**src/rtl/spi_tx_engine.sv**
```systemverilog
// Transmit-only SPI master: parametrised word width, SCK divider, CPOL/CPHA and CS gap,
// valid/ready word input with optional burst (cs_n held low between words).
module spi_tx_engine #(
    parameter int WORD_W  = 16,
    parameter int CLK_DIV = 2,
    parameter int CPOL    = 0,
    parameter int CPHA    = 0,
    parameter int CS_GAP  = 1
) (
    input  logic              clk_i,
    input  logic              res_i,
    input  logic [WORD_W-1:0] word_in_i,
    input  logic              word_valid_i,
    input  logic              hold_cs_i,
    output logic              word_ready_o,
    output logic              busy_o,
    output logic              done_o,
    output logic              sck_o,
    output logic              mosi_o,
    output logic              cs_n_o
);
    localparam int CW = $clog2(CLK_DIV) + 1;
    localparam int EW = $clog2(WORD_W) + 1;
    localparam int GW = $clog2(CS_GAP) + 1;
    localparam logic [CW-1:0] CNT_LAST  = CW'(CLK_DIV - 1);
    localparam logic [EW-1:0] EDGE_LAST = EW'(2 * WORD_W - 1);
    localparam logic [GW-1:0] GAP_LAST  = GW'(CS_GAP - 1);
    localparam logic          CPOL_B    = (CPOL != 0);
    localparam logic          CPHA_B    = (CPHA != 0);

    typedef enum logic [2:0] {IDLE, SETUP, SHIFT, HOLD, BWAIT, GAP} state_t;

    state_t              state_q, state_d;
    logic [CW-1:0]       cnt_q, cnt_d;
    logic [EW-1:0]       edge_q, edge_d;
    logic [GW-1:0]       gap_q, gap_d;
    logic [WORD_W-1:0]   shift_q, shift_d;
    logic                hold_q, hold_d;
    logic                sck_q, sck_d;
    logic                mosi_q, mosi_d;
    logic                cs_n_q, cs_n_d;
    logic                done_q, done_d;
    logic                ready_q, ready_d;
    logic                busy_q, busy_d;
    logic                accept;
    logic                sample_edge;

    assign accept      = word_valid_i & ready_q;
    // Edge index parity: even edges are leading, odd edges trailing.
    assign sample_edge = (edge_q[0] == CPHA_B);

    always_ff @(posedge clk_i or negedge res_i) begin
        if (!res_i) begin
            state_q <= IDLE;
            cnt_q   <= '0;
            edge_q  <= '0;
            gap_q   <= '0;
            shift_q <= '0;
            hold_q  <= 1'b0;
            sck_q   <= CPOL_B;
            mosi_q  <= 1'b0;
            cs_n_q  <= 1'b1;
            done_q  <= 1'b0;
            ready_q <= 1'b0;
            busy_q  <= 1'b0;
        end else begin
            state_q <= state_d;
            cnt_q   <= cnt_d;
            edge_q  <= edge_d;
            gap_q   <= gap_d;
            shift_q <= shift_d;
            hold_q  <= hold_d;
            sck_q   <= sck_d;
            mosi_q  <= mosi_d;
            cs_n_q  <= cs_n_d;
            done_q  <= done_d;
            ready_q <= ready_d;
            busy_q  <= busy_d;
        end
    end

    always_comb begin
        state_d = state_q;
        cnt_d   = cnt_q;
        edge_d  = edge_q;
        gap_d   = gap_q;
        shift_d = shift_q;
        hold_d  = hold_q;
        sck_d   = sck_q;
        mosi_d  = mosi_q;
        case (state_q)
            IDLE, BWAIT: begin
                sck_d = CPOL_B;
                if (accept) begin
                    state_d = SETUP;
                    shift_d = word_in_i;
                    hold_d  = hold_cs_i;
                    mosi_d  = word_in_i[WORD_W-1];
                    cnt_d   = '0;
                end
            end
            SETUP: begin
                if (cnt_q == CNT_LAST) begin
                    state_d = SHIFT;
                    cnt_d   = '0;
                    edge_d  = '0;
                end else begin
                    cnt_d = cnt_q + 1'b1;
                end
            end
            SHIFT: begin
                if (cnt_q == CNT_LAST) begin
                    cnt_d  = '0;
                    sck_d  = ~sck_q;
                    edge_d = edge_q + 1'b1;
                    // Advance on non-sampling edges after the first sample; the last edge keeps the final bit.
                    if (!sample_edge && edge_q != '0 && edge_q != EDGE_LAST) begin
                        shift_d = {shift_q[WORD_W-2:0], 1'b0};
                        mosi_d  = shift_q[WORD_W-2];
                    end
                    if (edge_q == EDGE_LAST) begin
                        state_d = HOLD;
                    end
                end else begin
                    cnt_d = cnt_q + 1'b1;
                end
            end
            HOLD: begin
                if (cnt_q == CNT_LAST) begin
                    cnt_d = '0;
                    gap_d = '0;
                    if (hold_q) begin
                        state_d = BWAIT;
                    end else begin
                        state_d = GAP;
                        mosi_d  = 1'b0;
                    end
                end else begin
                    cnt_d = cnt_q + 1'b1;
                end
            end
            GAP: begin
                mosi_d = 1'b0;
                if (gap_q == GAP_LAST) begin
                    state_d = IDLE;
                end else begin
                    gap_d = gap_q + 1'b1;
                end
            end
            default: state_d = IDLE;
        endcase

        // Outputs are registered from the next state so they align with state_q.
        cs_n_d  = (state_d == IDLE) || (state_d == GAP);
        ready_d = (state_d == IDLE) || (state_d == BWAIT);
        busy_d  = (state_d != IDLE);
        done_d  = (state_d == HOLD) && (cnt_d == CNT_LAST);
    end

    assign word_ready_o = ready_q;
    assign busy_o       = busy_q;
    assign done_o       = done_q;
    assign sck_o        = sck_q;
    assign mosi_o       = mosi_q;
    assign cs_n_o       = cs_n_q;
endmodule
```
**config.mk**
```make
export PLATFORM = sky130hd
export DESIGN_NAME = spi_tx_engine
export DESIGN_NICKNAME = d
export VERILOG_FILES = /design/src/rtl/spi_tx_engine.sv
export SDC_FILE = /design/constraint.sdc
export NUM_CORES = 1
export LEC_CHECK = 0
export ABC_AREA = 1
export CAP_MARGIN = 25
export CORE_ASPECT_RATIO = 0.5
export CORE_UTILIZATION = 45
export CTS_CLUSTER_DIAMETER = 150
export CTS_CLUSTER_SIZE = 24
export DETAILED_ROUTE_END_ITERATION = 8
export HOLD_SLACK_MARGIN = 0.03
export PLACE_DENSITY_LB_ADDON = 0.08
export SYNTH_ARGS = -nofsm -noshare
export SYNTH_HDL_FRONTEND = slang
export SYNTH_SLANG_ARGS = --single-unit
```
**constraint.sdc**
```tcl
create_clock -name clk_i -period 2 [get_ports clk_i]
set_input_delay 0.2 -clock clk_i [delete_from_list [all_inputs] [get_ports clk_i]]
set_output_delay 0.2 -clock clk_i [all_outputs]
set_load 0.005 [all_outputs]
```
==> reports/summary.md, run 1 <==
- 0.730 — Rel. slew slack
- 323 — fillcell total
- 0.621 mV — worst vdd rail ir drop
- 12.5 ps — Post-Route Skew
- 0 — # resized after CTS
- 227 — Post-Synthesis Cells
- 0 — number of warnings reported in the yosys synthesis log
- 15 — num rows
- 5 — clock buffer count from CTS
- 32 — sinks on the clock net
- 802 sq um — Seq. cell area
- 0 — total grt overflow
- 0.00418 sq mm — Die Outline Area
- 0 — max-slew violation count
- 302 ps — worst setup slack before clock tree synthesis
- 309 ps — setup slack of the critical path after layout
- 0.491 — initial cell density of the core
- 4.69 — mean number of vias per cell
- edge_q[0] — beginning of the worst register-to-register path
- 4 — length of the first detailed-routing pass in iterations
- 0 — initial antenna violation count
- flip-flop — kind of start point of the critical path
- input pin to asynchronous set/reset pin — kind of path behind the tightest hold check
- 11.1 um — routed wire length per instance
- 2 — count of H-tree levels built during CTS
- 290 ps — clock insertion delay at the later pin of the skew report
- 46.2 um — vertical die dimension
- 0 ps — final sum of negative setup slack
- 0 — remaining number of nets flagged by the antenna check after routing
- 279 — fin nets
- shift_q[5] — Critical Path Sink
- 310 ps — Reg2Reg Setup Slack
- clkbuf_8 — CTS root buffer
- 0 — number of antenna cells inserted
- nand2_1, dfrtp_1, clkdlybuf4s50_1 — commonest cells after routing, fill and taps aside
- 1180 mW/mm^2 — power per standard cell area
- 0.846 — final worst path period share
- 2 — maximum clock insertion buffer count
- 0.182 — GRT Resource Usage Total
- 1690 ps — shortest clock period the worst path allows after layout
- nand2_1 — most common library cell in the layout ignoring fill and taps
- shift_q[5] — endpoint of the lowest-slack register-to-register path
- simple AND/OR/NAND/NOR gates — cell family with the largest share of critical-path delay
- 0.00205 sq mm — cell area reported after detailed placement
- ha_1, nand2_1, nor2_1, ha_1, nor2_1, nand2_1, nand2_2, nand2_4, nor2_8, nand2_1, nand2_1 — critical path cell sequence
- 22.0% — area overhead of the layout relative to synthesis
- 5730 um — wire length of the first global-routing pass
- 845 sq um — total area of multi-input combinational cells
- edge_q[0] — CP Launch Point
- 33 — maximum number of pins on one net before global-route repair
- 3420 um — total wire length after detailed routing
- 1910 ps — worst path arrival time
- nand2_1 — CP dominant cell by count
- 250 — Synthesized Nets
- 2330 um — Post-DP HPWL
- 46 — first-iteration detailed-routing DRC count
- 31 — number of distinct library cell variants in the gate-level netlist after synthesis
- 11 — Worst path depth
- 7.76 sq um — mean cell area of the mapped netlist
- 0 — number of hold-slack violations in the final timing report
- 0.00215 sq mm — final design instance area without fill
- 0.121 — share of layout cells above drive strength 1
- 15 — Worst Path Max Fanout
- 1.13 nW — static leakage power
- 0.00176 sq mm — netlist area before placement
- dfrtp_1 — slowest stage cell on the critical path
- flip-flop — Worst setup EP type
- 70 ps — clock transition at the registers of the reported paths
- done — TritonCTS clock tree
- 90.5 um — Horiz. Die Dim
- 0 — number of buffers inserted by hold repair at cts
- 26 — I/O pin count
- 0.456 — portion of the post-synthesis area used by sequential elements
- 0 — count of maximum capacitance violations
- 0 — crit path buf inv count
- 2220 ps — CP Data Required Time
- 25 — IO Port Bufs
- 0 — DRC violations left
- 11 — number of cells traversed by the worst register-to-register path
- 1298 — vias in the first global route
- no — RSZ-0062 raised after global routing
- 0 — post-CTS setup buffers
- flip-flop to flip-flop — Setup CP Type
- 32 — number of synthesized register bits
- 0.00358 sq mm — core box area
- 0.591 GHz — top achievable clock speed
- 0 — Finish-stage setup viols
- 0.840 — final weighted congestion in routability-driven placement
- completed — result of the run
- 1446 — via count of the routed design
- 406 ps — slew at the pin closest to its max-slew limit
- 400 ps — delay contributed by the slowest stage of the critical path
-- stage by stage --
stage	utilization	power (mW)	hold slack, ps	instances
after floorplan	-	1.78	-95.6	227
after global placement	0.571	1.99	462	300
after detailed placement	0.571	2.01	465	300
after CTS	0.599	2.57	325	308
after global routing	0.599	2.75	356	308
final	0.599	2.54	302	308
-- synth_stat cells --
master    instances  area [sq um]
and3_1            2          12.5
xnor2_1           1          8.76
nand2_4           4          45.0
buf_6             2          22.5
nor2_4            1          11.3
ha_1              3          37.5
o21ai_0           4          20.0
a21oi_1           1          5.00
nand3_1          10          50.1
inv_4             1          6.26
clkinv_2          1          5.00
nor2_2            2          12.5
o21ai_1           1          5.00
inv_2             2          7.51
o22ai_1           1          6.26
nor2_8            2          40.0
o21bai_1          1          7.51
dfstp_2           1          26.3
buf_2             1          5.00
xor2_1            1          8.76
nand3_4           1          17.5
nor2_1           13          48.8
dfrtp_1          31           776
nand2_2           2          12.5
nor3_1            2          10.0
mux2_2            1          11.3
nand4_1           1          6.26
inv_1            14          52.6
nand3_2           4          40.0
nand2_1         114           428
buf_4             2          15.0
-- final cells by class --
type                       count  share of cell area
inverter                      18              0.0332
multi-input combinational    172               0.393
tap                           51              0.0297
clock buffer                   8              0.0466
timing repair buffer          27               0.124
sequential                    32               0.374
-- worst register-to-register path: cells and delay by family, from the launching register on --
kind / cells / cell delay (ps)
and+or+nand+nor: 9 / 800
adders and majority gates: 2 / 430
DFF: 1 / 400
-- state kept, by name, summed over array words and instances (netlist names) --
| register | cells |
|---|---|
| busy_o | 1 |
| mosi_o | 1 |
| hold_q | 1 |
| cnt_q | 2 |
| edge_q | 5 |
| shift_q | 15 |
| cs_n_o | 1 |
| state_q | 3 |
| sck_o | 1 |
| done_o | 1 |
| word_ready_o | 1 |
-- metal layers --
layer / global-route usage / vias to the layer above / wire, um
li1: - / 758 / -
met1: 0.244 / 653 / 1780
met2: 0.276 / 28 / 1410
met3: 0.0561 / 7 / 179
met4: 0.0774 / 0 / 53
met5: 0 / - / 0
-- cell families (layout without fill, tap and decap cells) --
group                      after synthesis  in the layout  synth area share
AOI/OAI and AO/OA                        8              8            0.0249
xor gates and xnor gates                 2              2           0.00995
muxes                                    1              1           0.00640
DFF                                     32             32             0.456
and+or+nand+nor                        158            158             0.417
buffers and inverters                   23             53            0.0647
adders and majority gates                3              3            0.0213
-- power by group --
part / switching, mW / total (mW) / internal [mW]
Combinational: 0.633 / 1.03 / 0.398
Sequential: 0.123 / 0.959 / 0.836
Clock: 0.235 / 0.549 / 0.314
-- how the worst min path moves through the flow --
stage / from / to / slack [ps] / cells past startpoint
6_report: res_i / shift_q[12] / 300 / 2
2_1_floorplan: res_i / busy_o / -100 / 0
5_1_grt: res_i / shift_q[12] / 360 / 2
4_1_cts: res_i / shift_q[12] / 330 / 2
3_3_place_gp: sck_o / sck_o / 460 / 1
3_5_place_dp: shift_q[7] / shift_q[7] / 470 / 2
Power figures use the tool's default switching activity.
==> inputs of run 2 (changes only) <==
clock period = 1.4 ns   (was 2 ns; I/O delays follow)
==> reports/summary.md, run 2 (same netlist as run 1, synthesis figures left out) <==
- 15 — num rows
- 1630 ps — CP Data Required Time
- 67 — first-iteration detailed-routing DRC count
- 46.2 um — vertical die dimension
- 4 — length of the first detailed-routing pass in iterations
- 2 — count of H-tree levels built during CTS
- 11.8 um — routed wire length per instance
- 0.00358 sq mm — core box area
- 2 — maximum clock insertion buffer count
- 0.812 — Rel. slew slack
- input pin to asynchronous set/reset pin — kind of path behind the tightest hold check
- complete, but fails checks — result of the run
- 2600 um — Post-DP HPWL
- 32 — sinks on the clock net
- 25 — IO Port Bufs
- 70 ps — clock transition at the registers of the reported paths
- flip-flop to flip-flop — Setup CP Type
- -222 ps — setup slack of the critical path after layout
- 5 — clock buffer count from CTS
- 1620 ps — shortest clock period the worst path allows after layout
- 1555 — via count of the routed design
- 3900 um — total wire length after detailed routing
- 1454 — vias in the first global route
- 0.617 GHz — top achievable clock speed
- 0 — DRC violations left
- negative setup slack — violated checks
- 330 — final cell count without fillers
- shift_q — Largest Register
- 0.254 — share of layout cells above drive strength 1
- 0 — crit path buf inv count
- nand2_1, dfrtp_1, clkdlybuf4s50_1 — commonest cells after routing, fill and taps aside
- 6600 um — wire length of the first global-routing pass
- 35.8% — area overhead of the layout relative to synthesis
- 15 — flip-flop count of the largest register, all copies and words added
- 0 — initial antenna violation count
- dfrtp_1 — slowest stage cell on the critical path
- 317 — Inst Count DP
- 280 ps — clock insertion delay at the later pin of the skew report
- nand2_1 — most common library cell in the layout ignoring fill and taps
- 0.808 — final weighted congestion in routability-driven placement
- 0 — number of antenna cells inserted
- 0 — remaining number of nets flagged by the antenna check after routing
- 1690 mW/mm^2 — power per standard cell area
- 90.5 um — Horiz. Die Dim
- shift_q: 15 flops, edge_q: 5 flops, state_q: 3 flops — largest registers
- 280 ps — slew at the pin closest to its max-slew limit
- 380 ps — delay contributed by the slowest stage of the critical path
- 0.209 — GRT Resource Usage Total
- 7 — Worst Path Max Fanout
- 0.00418 sq mm — Die Outline Area
- clkbuf_8 — CTS root buffer
- 26 — I/O pin count
- 1.09 mV — worst vdd rail ir drop
- flip-flop — Worst setup EP type
- 33 — maximum number of pins on one net before global-route repair
- 1850 ps — worst path arrival time
- 0 — number of buffers inserted by hold repair at cts
- 1.16 — final worst path period share
- 0 — max-slew violation count
- 1.25 nW — static leakage power
- nand2_1 — CP dominant cell by count
- 0.491 — initial cell density of the core
- 20 — Finish-stage setup viols
- flip-flop — kind of start point of the critical path
- 4.71 — mean number of vias per cell
- 0 — total grt overflow
- -220 ps — worst setup slack before clock tree synthesis
- done — TritonCTS clock tree
- simple AND/OR/NAND/NOR gates — cell family with the largest share of critical-path delay
- 301 — fin nets
- 0 — number of hold-slack violations in the final timing report
- 0 — count of maximum capacitance violations
- ha_2, nand2_2, nor2_2, ha_2, nor2_1, nand2_1, nand2_2, nand2_4, nor2_4, nand2_1, nand2_1 — critical path cell sequence
- yes — RSZ-0062 raised after global routing
- 4.94 ps — Post-Route Skew
-- run 2: changes by cell type in the layout (fill, tap and decap cells not counted), moves of 2 or more --
cell      before  now
dfrtp_1       31   29
ha_1           3    0
inv_1         14   12
nand2_1      114  108
clkinv_2       1    3
nor2_4         1    3
nor2_1        13   10
dfrtp_2        0    2
ha_2           0    2
buf_4          2   21
nor2_2         2    4
nand2_2        2    7
-- run 2: report_power, final --
| group | total (mW) | leakage [nW] | switching, mW | internal [mW] |
|---|---|---|---|---|
| Clock | 0.744 | 0.0510 | 0.352 | 0.392 |
| Sequential | 1.36 | 0.410 | 0.165 | 1.20 |
| Combinational | 1.93 | 0.790 | 1.11 | 0.821 |
-- run 2: final cells by class --
class,count,area [sq um]
fill,311,1190
multi-input combinational,173,918
sequential,32,805
timing repair buffer,48,438
clock buffer,6,82.6
inverter,18,73.8
tap,51,63.8
clock inverter,2,10.0
-- run 2: through the flow --
step | TNS [ps] | total power, mW | util | hold WS [ps] | cell area (sq um)
5_1_grt | -6000 | 4.35 | 0.667 | 249 | 2390
3_3_place_gp | -2780 | 3.04 | 0.612 | 456 | 2190
6_report | -3490 | 4.03 | 0.667 | 222 | 2390
2_1_floorplan | -1750 | 2.57 | - | -156 | 1770
4_1_cts | -3440 | 3.95 | 0.650 | 228 | 2330
3_5_place_dp | -3380 | 3.08 | 0.612 | 466 | 2190
-- run 2: what timing repair did --
| item | CTS | global route |
|---|---|---|
| pin swaps | 12 | 16 |
| hold endpoints to repair | 0 | 0 |
| buffers inserted | 3 | 1 |
| resized for setup | 6 | 16 |
| setup endpoints to repair | 24 | 25 |
| cloned | 1 | 0 |
-- run 2: worst paths after layout --
check / start / to / slack (ps) / depth (start not counted)
hold / removal: res_i / edge_q[4] / 220 / 2
hold reg to reg: shift_q[11] / shift_q[11] / 480 / 2
min in group clk_i: hold_cs_i / hold_q / 470 / 2
setup / recovery: edge_q[1] / shift_q[11] / -220 / 11
setup reg to reg: edge_q[1] / shift_q[11] / -220 / 11
max in group asynchronous: res_i / cs_n_o / 930 / 2
-- run 2: routing by layer --
metal  GRT usage  wire, um  vias to the layer above
met2       0.347      1760                       33
met4      0.0581        25                        0
li1            -         -                      802
met3      0.0611       200                        6
met1       0.274      1910                      714
met5           0         0                        -
==> inputs of run 3 (changes only) <==
--- a/config.mk
+++ b/config.mk
@@ -8,5 +8,5 @@
 export ABC_AREA = 1
 export CAP_MARGIN = 25
-export CORE_ASPECT_RATIO = 0.5
+export CORE_ASPECT_RATIO = 0.9
 export CORE_UTILIZATION = 45
 export CTS_CLUSTER_DIAMETER = 150
@@ -15,4 +15,5 @@
 export HOLD_SLACK_MARGIN = 0.03
 export PLACE_DENSITY_LB_ADDON = 0.08
+export REMOVE_ABC_BUFFERS = 1
 export SYNTH_ARGS = -nofsm -noshare
 export SYNTH_HDL_FRONTEND = slang
==> constraint.sdc (replaced) <==
create_clock -name clk_i -period 1.4 [get_ports clk_i]
set_input_delay 0.14 -clock clk_i [delete_from_list [all_inputs] [get_ports clk_i]]
set_output_delay 0.14 -clock clk_i [all_outputs]
set_load 0.01 [all_outputs]
==> reports/summary.md, run 3 (same netlist as run 1, synthesis figures left out) <==
- 1560 ps — shortest clock period the worst path allows after layout
- 0 — DRC violations left
- 322 — final cell count without fillers
- 21 — num rows
- 0.852 mV — worst vdd rail ir drop
- 32 — sinks on the clock net
- 2 — count of H-tree levels built during CTS
- shift_q: 15 flops, edge_q: 5 flops, state_q: 3 flops — largest registers
- 5740 um — wire length of the first global-routing pass
- 0 — max-slew violation count
- 313 — Inst Count DP
- 4.72 — mean number of vias per cell
- 0.191 — GRT Resource Usage Total
- shift_q — Largest Register
- 87 — first-iteration detailed-routing DRC count
- 3.93 mW — total power after layout
- nand2_1, dfrtp_1, clkdlybuf4s50_1 — commonest cells after routing, fill and taps aside
- 0 — total grt overflow
- 910 sq um — total area of multi-input combinational cells
- clkbuf_8 — CTS root buffer
- 250 ps — slew at the pin closest to its max-slew limit
- 10 — number of cells traversed by the worst register-to-register path
- 19 — maximum number of pins on one net before global-route repair
- done — TritonCTS clock tree
- 0.640 GHz — top achievable clock speed
- 2 — maximum clock insertion buffer count
- 290 ps — clock insertion delay at the later pin of the skew report
- 0.00373 sq mm — core box area
- simple AND/OR/NAND/NOR gates — cell family with the largest share of critical-path delay
- 0.472 — initial cell density of the core
- 61.3 um — vertical die dimension
- 380 ps — delay contributed by the slowest stage of the critical path
- 32.0% — area overhead of the layout relative to synthesis
- 16 — Finish-stage setup viols
- 0.623 — final core occ
- input pin to asynchronous set/reset pin — kind of path behind the tightest hold check
- 1690 mW/mm^2 — power per standard cell area
- edge_q[1] — beginning of the worst register-to-register path
- 0 — crit path buf inv count
- flip-flop — Worst setup EP type
- 25 — IO Port Bufs
- 0 — number of antenna cells inserted
- flip-flop to flip-flop — Setup CP Type
- 0 — remaining number of nets flagged by the antenna check after routing
- 3470 um — total wire length after detailed routing
- nand2_1 — most common library cell in the layout ignoring fill and taps
- 1521 — via count of the routed design
- dfrtp_1 — slowest stage cell on the critical path
- 349 — fillcell total
- 15 — flip-flop count of the largest register, all copies and words added
- 1570 ps — CP Data Required Time
- 60 ps — clock transition at the registers of the reported paths
- 67.9 um — Horiz. Die Dim
- 0.816 — final weighted congestion in routability-driven placement
- 1355 — vias in the first global route
- 2560 um — Post-DP HPWL
- negative setup slack — violated checks
- 1.12 — final worst path period share
- complete, but fails checks — result of the run
- 0.832 — Rel. slew slack
- edge_q[1] — CP Launch Point
- 298 — fin nets
- 805 sq um — Seq. cell area
- 7.55 ps — Post-Route Skew
- 10.8 um — routed wire length per instance
- 0.232 — share of layout cells above drive strength 1
- 0.00417 sq mm — Die Outline Area
- 15 — Worst Path Max Fanout
- ha_2, nand2_1, nor2_1, ha_2, nor2_2, nand2_2, nand2_4, nand3_4, nand2_1, nand2_1 — critical path cell sequence
- -163 ps — setup slack of the critical path after layout
- nand2_1 — CP dominant cell by count
- 1.22 nW — static leakage power
- 0 — number of buffers inserted by hold repair at cts
- 10 — Worst path depth
- 1740 ps — worst path arrival time
- 4 — length of the first detailed-routing pass in iterations
- yes — RSZ-0062 raised after global routing
- 26 — I/O pin count
- 0 — number of hold-slack violations in the final timing report
- flip-flop — kind of start point of the critical path
- 5 — clock buffer count from CTS
- 0 — count of maximum capacitance violations
- 0 — initial antenna violation count
-- run 3: cell count changes in the layout (fill, tap and decap cells not counted), moves of 2 or more --
cell and delta:
nand2_1 +2, nand2_2 -3, clkbuf_1 +2, inv_2 +2
-- run 3: what timing repair did --
item                                    CTS  global route
pin swaps                                17            10
setup buffers                             2             0
gates cloned                              1             0
gates resized for setup                   9            12
endpoints found under the setup margin   21            26
-- run 3: final cells by class --
type / instances / area share
Clock buffer: 7 / 0.0328
Clock inverter: 1 / 0.00215
Inverter: 18 / 0.0307
Multi-Input combinational cell: 173 / 0.391
Sequential cell: 32 / 0.346
Tap cell: 46 / 0.0248
Timing Repair Buffer: 45 / 0.172
-- run 3: final timing paths --
kind	to	slack, ps
min in group clk_i	sck_o	470
worst max register to register	shift_q[5]	-160
worst min-delay path	cnt_q[0]	190
worst min register to register	sck_o	470
max in group asynchronous	cs_n_o	970
worst max-delay path	shift_q[5]	-160
-- run 3: power by group --
| group | internal (mW) | switching [mW] | leakage [nW] |
|---|---|---|---|
| clock | 0.348 | 0.316 | 0.0422 |
| combinational | 0.827 | 1.08 | 0.769 |
| sequential | 1.20 | 0.165 | 0.410 |
-- run 3: through the flow --
stage	TNS, ps	instance area, sq um	hold slack [ps]	worst slack, ps
6_report	-2360	2320	194	-163
5_1_grt	-4850	2320	209	-317
4_1_cts	-2920	2300	195	-188
3_5_place_dp	-3690	2180	465	-243
3_3_place_gp	-3330	2180	463	-221
2_1_floorplan	-2250	1720	-156	-143
-- run 3: worst register-to-register path: cells and delay by family (launching register included) --
family,cells,cell delay [ps]
adders and majority gates,2,350
DFF,1,380
and+or+nand+nor,8,720
-- run 3: routing by layer --
metal | vias up | global-route usage | wire length (um)
met5 | - | 0 | 0
met4 | 0 | 0.0893 | 67
met3 | 7 | 0.0500 | 157
met2 | 33 | 0.291 | 1490
met1 | 685 | 0.254 | 1760
li1 | 796 | - | -
